### config.mk
export PLATFORM = sky130hd
export DESIGN_NAME = dmem_lsu
export DESIGN_NICKNAME = d
export VERILOG_FILES = /design/src/rtl/lsu_pkg.sv /design/src/rtl/lsu_byte_lane.sv /design/src/rtl/dmem_lsu.sv
export SDC_FILE = /design/constraint.sdc
export NUM_CORES = 1
export LEC_CHECK = 0
export ABC_AREA = 1
export CAP_MARGIN = 0
export CORE_MARGIN = 3
export CORE_UTILIZATION = 40
export DETAILED_ROUTE_END_ITERATION = 8
export PLACE_DENSITY = 0.84
export RECOVER_POWER = 25
export SLEW_MARGIN = 5
export SYNTH_ARGS = -nofsm -noshare
export SYNTH_HDL_FRONTEND = slang
export SYNTH_SLANG_ARGS = --single-unit
### constraint.sdc
create_clock -name clk -period 5.1 [get_ports clk]
set_clock_uncertainty 0.15 [all_clocks]
set_input_delay 1.02 -clock clk [delete_from_list [all_inputs] [get_ports clk]]
set_output_delay 1.02 -clock clk [all_outputs]
set_load 0.02 [all_outputs]
### src/rtl/lsu_pkg.sv
// Shared definitions for the dmem load/store unit: FSM state encoding,
// byte-lane select constants and the request address check.
package lsu_pkg;

    typedef enum logic [2:0] {
        ST_IDLE  = 3'd0,
        ST_LOAD  = 3'd1,
        ST_RMW   = 3'd2,
        ST_WRITE = 3'd3,
        ST_RESP  = 3'd4
    } lsu_state_t;

    localparam logic [1:0] LANE0 = 2'd0;
    localparam logic [1:0] LANE1 = 2'd1;
    localparam logic [1:0] LANE2 = 2'd2;
    localparam logic [1:0] LANE3 = 2'd3;

    // A request is rejected when a word access is not word aligned or when the
    // full 30-bit word index falls outside the implemented memory.
    function automatic logic addr_err(input logic [31:0] addr,
                                      input logic        is_byte,
                                      input int unsigned mem_words);
        logic [31:0] idx;
        idx = {2'b00, addr[31:2]};
        return ((!is_byte) && (addr[1:0] != 2'b00)) || (idx >= mem_words);
    endfunction

endpackage

### src/rtl/lsu_byte_lane.sv
// Combinational byte-lane helper for the LSU: extracts one little-endian byte
// from a word (sign- or zero-extended) and merges a byte into a word.
module lsu_byte_lane
    import lsu_pkg::*;
(
    input  logic [31:0] word,
    input  logic [1:0]  lane,
    input  logic        sign_ext,
    input  logic [7:0]  byte_in,
    output logic [31:0] ext_word,
    output logic [31:0] merged_word
);

    logic [7:0] sel_byte;

    // Pick the addressed lane, extend it, and build the read-modify-write word.
    always_comb begin
        sel_byte    = word[7:0];
        merged_word = word;
        case (lane)
            LANE0: begin
                sel_byte          = word[7:0];
                merged_word[7:0]  = byte_in;
            end
            LANE1: begin
                sel_byte          = word[15:8];
                merged_word[15:8] = byte_in;
            end
            LANE2: begin
                sel_byte           = word[23:16];
                merged_word[23:16] = byte_in;
            end
            LANE3: begin
                sel_byte           = word[31:24];
                merged_word[31:24] = byte_in;
            end
            default: begin
                sel_byte    = word[7:0];
                merged_word = word;
            end
        endcase
        ext_word = {{24{sign_ext & sel_byte[7]}}, sel_byte};
    end

endmodule

### src/rtl/dmem_lsu.sv
// Load/store unit driving the word-only dmem interface. One request is in
// flight at a time; byte stores are done as a read followed by a write.
module dmem_lsu
    import lsu_pkg::*;
#(
    parameter int unsigned MEM_WORDS = 64
) (
    input  logic        clk,
    input  logic        reset,
    input  logic        req_valid,
    output logic        req_ready,
    input  logic        req_we,
    input  logic        req_byte,
    input  logic        req_signed,
    input  logic [31:0] req_addr,
    input  logic [31:0] req_wdata,
    output logic        resp_valid,
    output logic [31:0] resp_rdata,
    output logic        resp_err,
    output logic [31:0] mem_a,
    output logic        mem_we,
    output logic [31:0] mem_wd,
    input  logic [31:0] mem_rd
);

    lsu_state_t  state;
    lsu_state_t  state_next;

    logic [31:0] lat_addr;
    logic        lat_byte;
    logic        lat_signed;
    logic        lat_we;
    logic        lat_err;
    logic [31:0] wbuf;
    logic [31:0] rdata_q;

    logic        accept;
    logic        req_bad;
    logic [31:0] lane_ext;
    logic [31:0] lane_merged;
    logic [31:0] load_value;

    assign accept     = req_valid && (state == ST_IDLE);
    assign req_bad    = addr_err(req_addr, req_byte, MEM_WORDS);
    assign load_value = lat_byte ? lane_ext : mem_rd;

    // wbuf holds the raw store data until RMW replaces it with the merged word,
    // so its low byte is the byte to insert during RMW.
    lsu_byte_lane u_byte_lane (
        .word        (mem_rd),
        .lane        (lat_addr[1:0]),
        .sign_ext    (lat_signed),
        .byte_in     (wbuf[7:0]),
        .ext_word    (lane_ext),
        .merged_word (lane_merged)
    );

    // State register plus the latched request, write buffer and load result.
    always_ff @(posedge clk or posedge reset) begin
        if (reset) begin
            state      <= ST_IDLE;
            lat_addr   <= 32'd0;
            lat_byte   <= 1'b0;
            lat_signed <= 1'b0;
            lat_we     <= 1'b0;
            lat_err    <= 1'b0;
            wbuf       <= 32'd0;
            rdata_q    <= 32'd0;
        end else begin
            state <= state_next;
            if (accept) begin
                lat_addr   <= req_addr;
                lat_byte   <= req_byte;
                lat_signed <= req_signed;
                lat_we     <= req_we;
                lat_err    <= req_bad;
                wbuf       <= req_wdata;
            end
            if (state == ST_LOAD) begin
                rdata_q <= load_value;
            end
            if (state == ST_RMW) begin
                wbuf <= lane_merged;
            end
        end
    end

    // Next-state decode and all outputs from the current state and latched request.
    always_comb begin
        state_next = state;
        req_ready  = 1'b0;
        resp_valid = 1'b0;
        resp_err   = 1'b0;
        resp_rdata = rdata_q;
        mem_a      = 32'd0;
        mem_we     = 1'b0;
        mem_wd     = 32'd0;
        case (state)
            ST_IDLE: begin
                req_ready = 1'b1;
                if (accept) begin
                    if (req_bad) begin
                        state_next = ST_RESP;
                    end else if (!req_we) begin
                        state_next = ST_LOAD;
                    end else if (req_byte) begin
                        state_next = ST_RMW;
                    end else begin
                        state_next = ST_WRITE;
                    end
                end
            end
            ST_LOAD: begin
                mem_a      = {lat_addr[31:2], 2'b00};
                state_next = ST_RESP;
            end
            ST_RMW: begin
                mem_a      = {lat_addr[31:2], 2'b00};
                state_next = ST_WRITE;
            end
            ST_WRITE: begin
                mem_a      = {lat_addr[31:2], 2'b00};
                mem_we     = 1'b1;
                mem_wd     = wbuf;
                state_next = ST_RESP;
            end
            ST_RESP: begin
                resp_valid = 1'b1;
                resp_err   = lat_err;
                if (lat_we || lat_err) begin
                    resp_rdata = 32'd0;
                end
                state_next = ST_IDLE;
            end
            default: begin
                state_next = ST_IDLE;
            end
        endcase
    end

endmodule

==> flow_summary.yaml <==
run_status:
  status: "finished, violations left"
  failed_checks: "capacitance limit, slew limit"
logic_synthesis:
  ys_top_cells_by_count: "nor2_1, inv_1, dfrtp_1"
  postSynthCellCount: 720
  yosysMostFrequentCell: "nor2_1"
  synth_area_per_cell_um2: 7.775
  synth_xor_area_share_pct: 0
  synth-simple-area-share_pct: 19.38
  ys_async_sr_fraction_pct: 100.0
  synth_compound_area_share_pct: 21.73
  synth.mux.area_fraction_pct: 0.2012
  synth_edf_count: 0
  syn-cell-area_um2: 5598
  synthAdderAreaFrac_pct: 0
  synth-seq-cells: 103
  yosys.area.top_type_share_pct: 46.04
  ys_warn_count: 0
  yosysSeqAreaShare_pct: 46.04
  yosys.area.top_type: "dfrtp_1"
  synth_top_family_by_area: "compound AO/OA/AOI/OAI gates"
  ys_top_cells_by_area: "dfrtp_1, nor2_1, a21oi_1, inv_1, a22oi_2"
  synthFlopType: "dfrtp_1"
  synth_cell_types: 32
finish:
  syn_to_final_growth_pct: 40.86
  multi_input_area_um2: 2325
  final_area_um2: 7885
  diodes: 0
  final_core_util_pct: 58.61
  drive_gt1_share_pct: 5.942
  final_cells: 1068
  nets: 989
  fillCellCount: 1222
  seq_area_um2: 2577
grt:
  grt-ovfl-total: 0
  grt_pass1_wl_um: 27630
  grt_use_total_pct: 22.37
  first_global_vias: 5218
  grt_max_degree: 78
  antenna_found_initial: 0
place:
  globalplace.congestion: 0.8881
  placedCellCount: 1052
  dpl_cell_area_um2: 7567
  post-place-ws_ns: 1.522
  hpwl_um: 13120
  io_buffers: 199
setup_path:
  crit_buf_inv: 2
  required_ns: 4.76
  end_kind: "asynchronous set/reset pin"
  criticalPathCategory: "in -> async"
  path_delay_family: "buffers and inverters"
  slowest_stage: "inv_1"
  worstPathCellList: "dlygate4sd3_1 > inv_1"
  path_max_fanout: 77
  cp_slowest_stage_delay_ns: 2.07
  crit_arrival_ns: 3.70
  cp-start-kind: "input pin"
clock_tree:
  cts_hold_buf: 0
  cts_tree: "built"
  ctsLongestPathBuffers: 2
  cts-resized-gates: 0
  clockRootBuffer: "clkbuf_16"
  cts.sinks: 103
  cts_setup_buffers: 0
  cts_buffers: 9
  clock_latency_ns: 0.35
  clk_pin_slew_ns: 0.07
  htree_levels: 3
timing:
  drv_slew: 130
  tightest_slew_ns: 2.969
  finalCriticalPeriod_ns: 4.047
  whs_ns: 0.3378
  fin_ws_ns: 1.053
  finalCritPeriodShare_pct: 79.36
  clock.fmax_mhz: 247.1
  relSlewSlack_pct: -97.91
  finalHoldViolCount: 0
  tns_ns: 0
  rsz0062_at_grt: "false"
  setup_viol: 0
floorplanning:
  floorplan.rows: 42
  ios: 202
  core_area_um2: 13450
  die_h_um: 124.3
  die_area_um2: 15450
  start_util_pct: 41.61
  die_w_um: 124.3
detailed_routing:
  viasPerCell: 5.170
  drc_errors: 0
  via_count: 5522
  drtIter0Drc: 406
  post_drt_wl_per_cell_um: 16.86
  wirelength_um: 18010
  ant_nets: 0
  drtPass1Iterations: 5
flow_run:
  cap_violations: 2
pwr:
  p_sw_share_pct: 39.47
  power_mw: 3.375
  power_leakage_nw: 3.563
  pwr-share-comb_pct: 40.5
  clock_power_share_pct: 22.4
  irDropWorstVdd_uv: 206.0
  powerDensity_nw_per_um2: 428.1
  pwr-share-seq_pct: 37.1
  intPower_mw: 2.043
  net-switching-power_mw: 1.332
hold_path:
  hp-class: "reg -> reg"
[path summary, 6_finish.rpt]
path	start	endpoint	slack, ns	depth (start not counted)
worst max-delay path	reset	lat_addr[21]	1.05	2
worst min-delay path	lat_addr[8]	lat_addr[8]	0.34	2
worst max register to register	state[2]	rdata_q[3]	1.21	6
worst min register to register	lat_addr[8]	lat_addr[8]	0.34	2
max in group clk	state[1]	resp_rdata[27]	1.15	6
min in group asynchronous	reset	lat_addr[4]	2.03	2
[state kept, by name (all words and copies together), names as in the netlist]
register    cells
lat_signed      1
lat_addr       32
lat_err         1
rdata_q        32
lat_byte        1
state           3
wbuf           32
lat_we          1
[layout by cell type (no fill, tap or decap), types with 3 or more instances in the layout]
cell and instances:
o21ai_1 15, clkbuf_16 9, nand4_1 9, nor2_1 158, dfrtp_1 103, o21ai_0 31, dlygate4sd3_1 3, clkdlybuf4s50_1 196
nand3_1 17, nand2_1 66, a21oi_1 84, a22oi_1 5, a22oi_2 20, o211ai_1 28, clkbuf_1 3, inv_1 108
a31oi_1 7, inv_2 6
[cells by family (layout without fill, tap and decap cells)]
family                 Yosys count  in the layout
DFF                            103            103
buffers and inverters          161            332
muxes                            1              1
other                            1              2
AOI/OAI and AO/OA              192            192
and+or+nand+nor                262            262
[cell type report]
class | count | area share (%)
clock buffer | 12 | 3.126
clock inverter | 4 | 0.9838
inverter | 114 | 5.427
multi-input combinational | 457 | 29.48
sequential | 103 | 32.69
tap | 176 | 2.793
timing repair buffer | 202 | 25.50
[metal layers]
metal | share of wire, % | wire, µm | GRT usage (%) | vias up
met5 | 0 | 0 | 0 | -
met4 | 3.4 | 614 | 9.929 | 0
met3 | 7.4 | 1338 | 3.902 | 44
met2 | 45 | 8181 | 35.21 | 241
met1 | 44 | 7874 | 30.29 | 2583
li1 | - | - | - | 2654
[power groups by stage]
| stage | registers (mW) | logic, mW | clock network [mW] |
|---|---|---|---|
| global placement | 1.25 | 1.33 | 0 |
| global route | 1.28 | 1.50 | 0.798 |
| floorplan | 1.23 | 0.951 | 0 |
| finish | 1.25 | 1.37 | 0.756 |
| CTS | 1.25 | 1.36 | 0.769 |
| detailed placement | 1.26 | 1.36 | 0 |
Power figures use the tool's default switching activity.
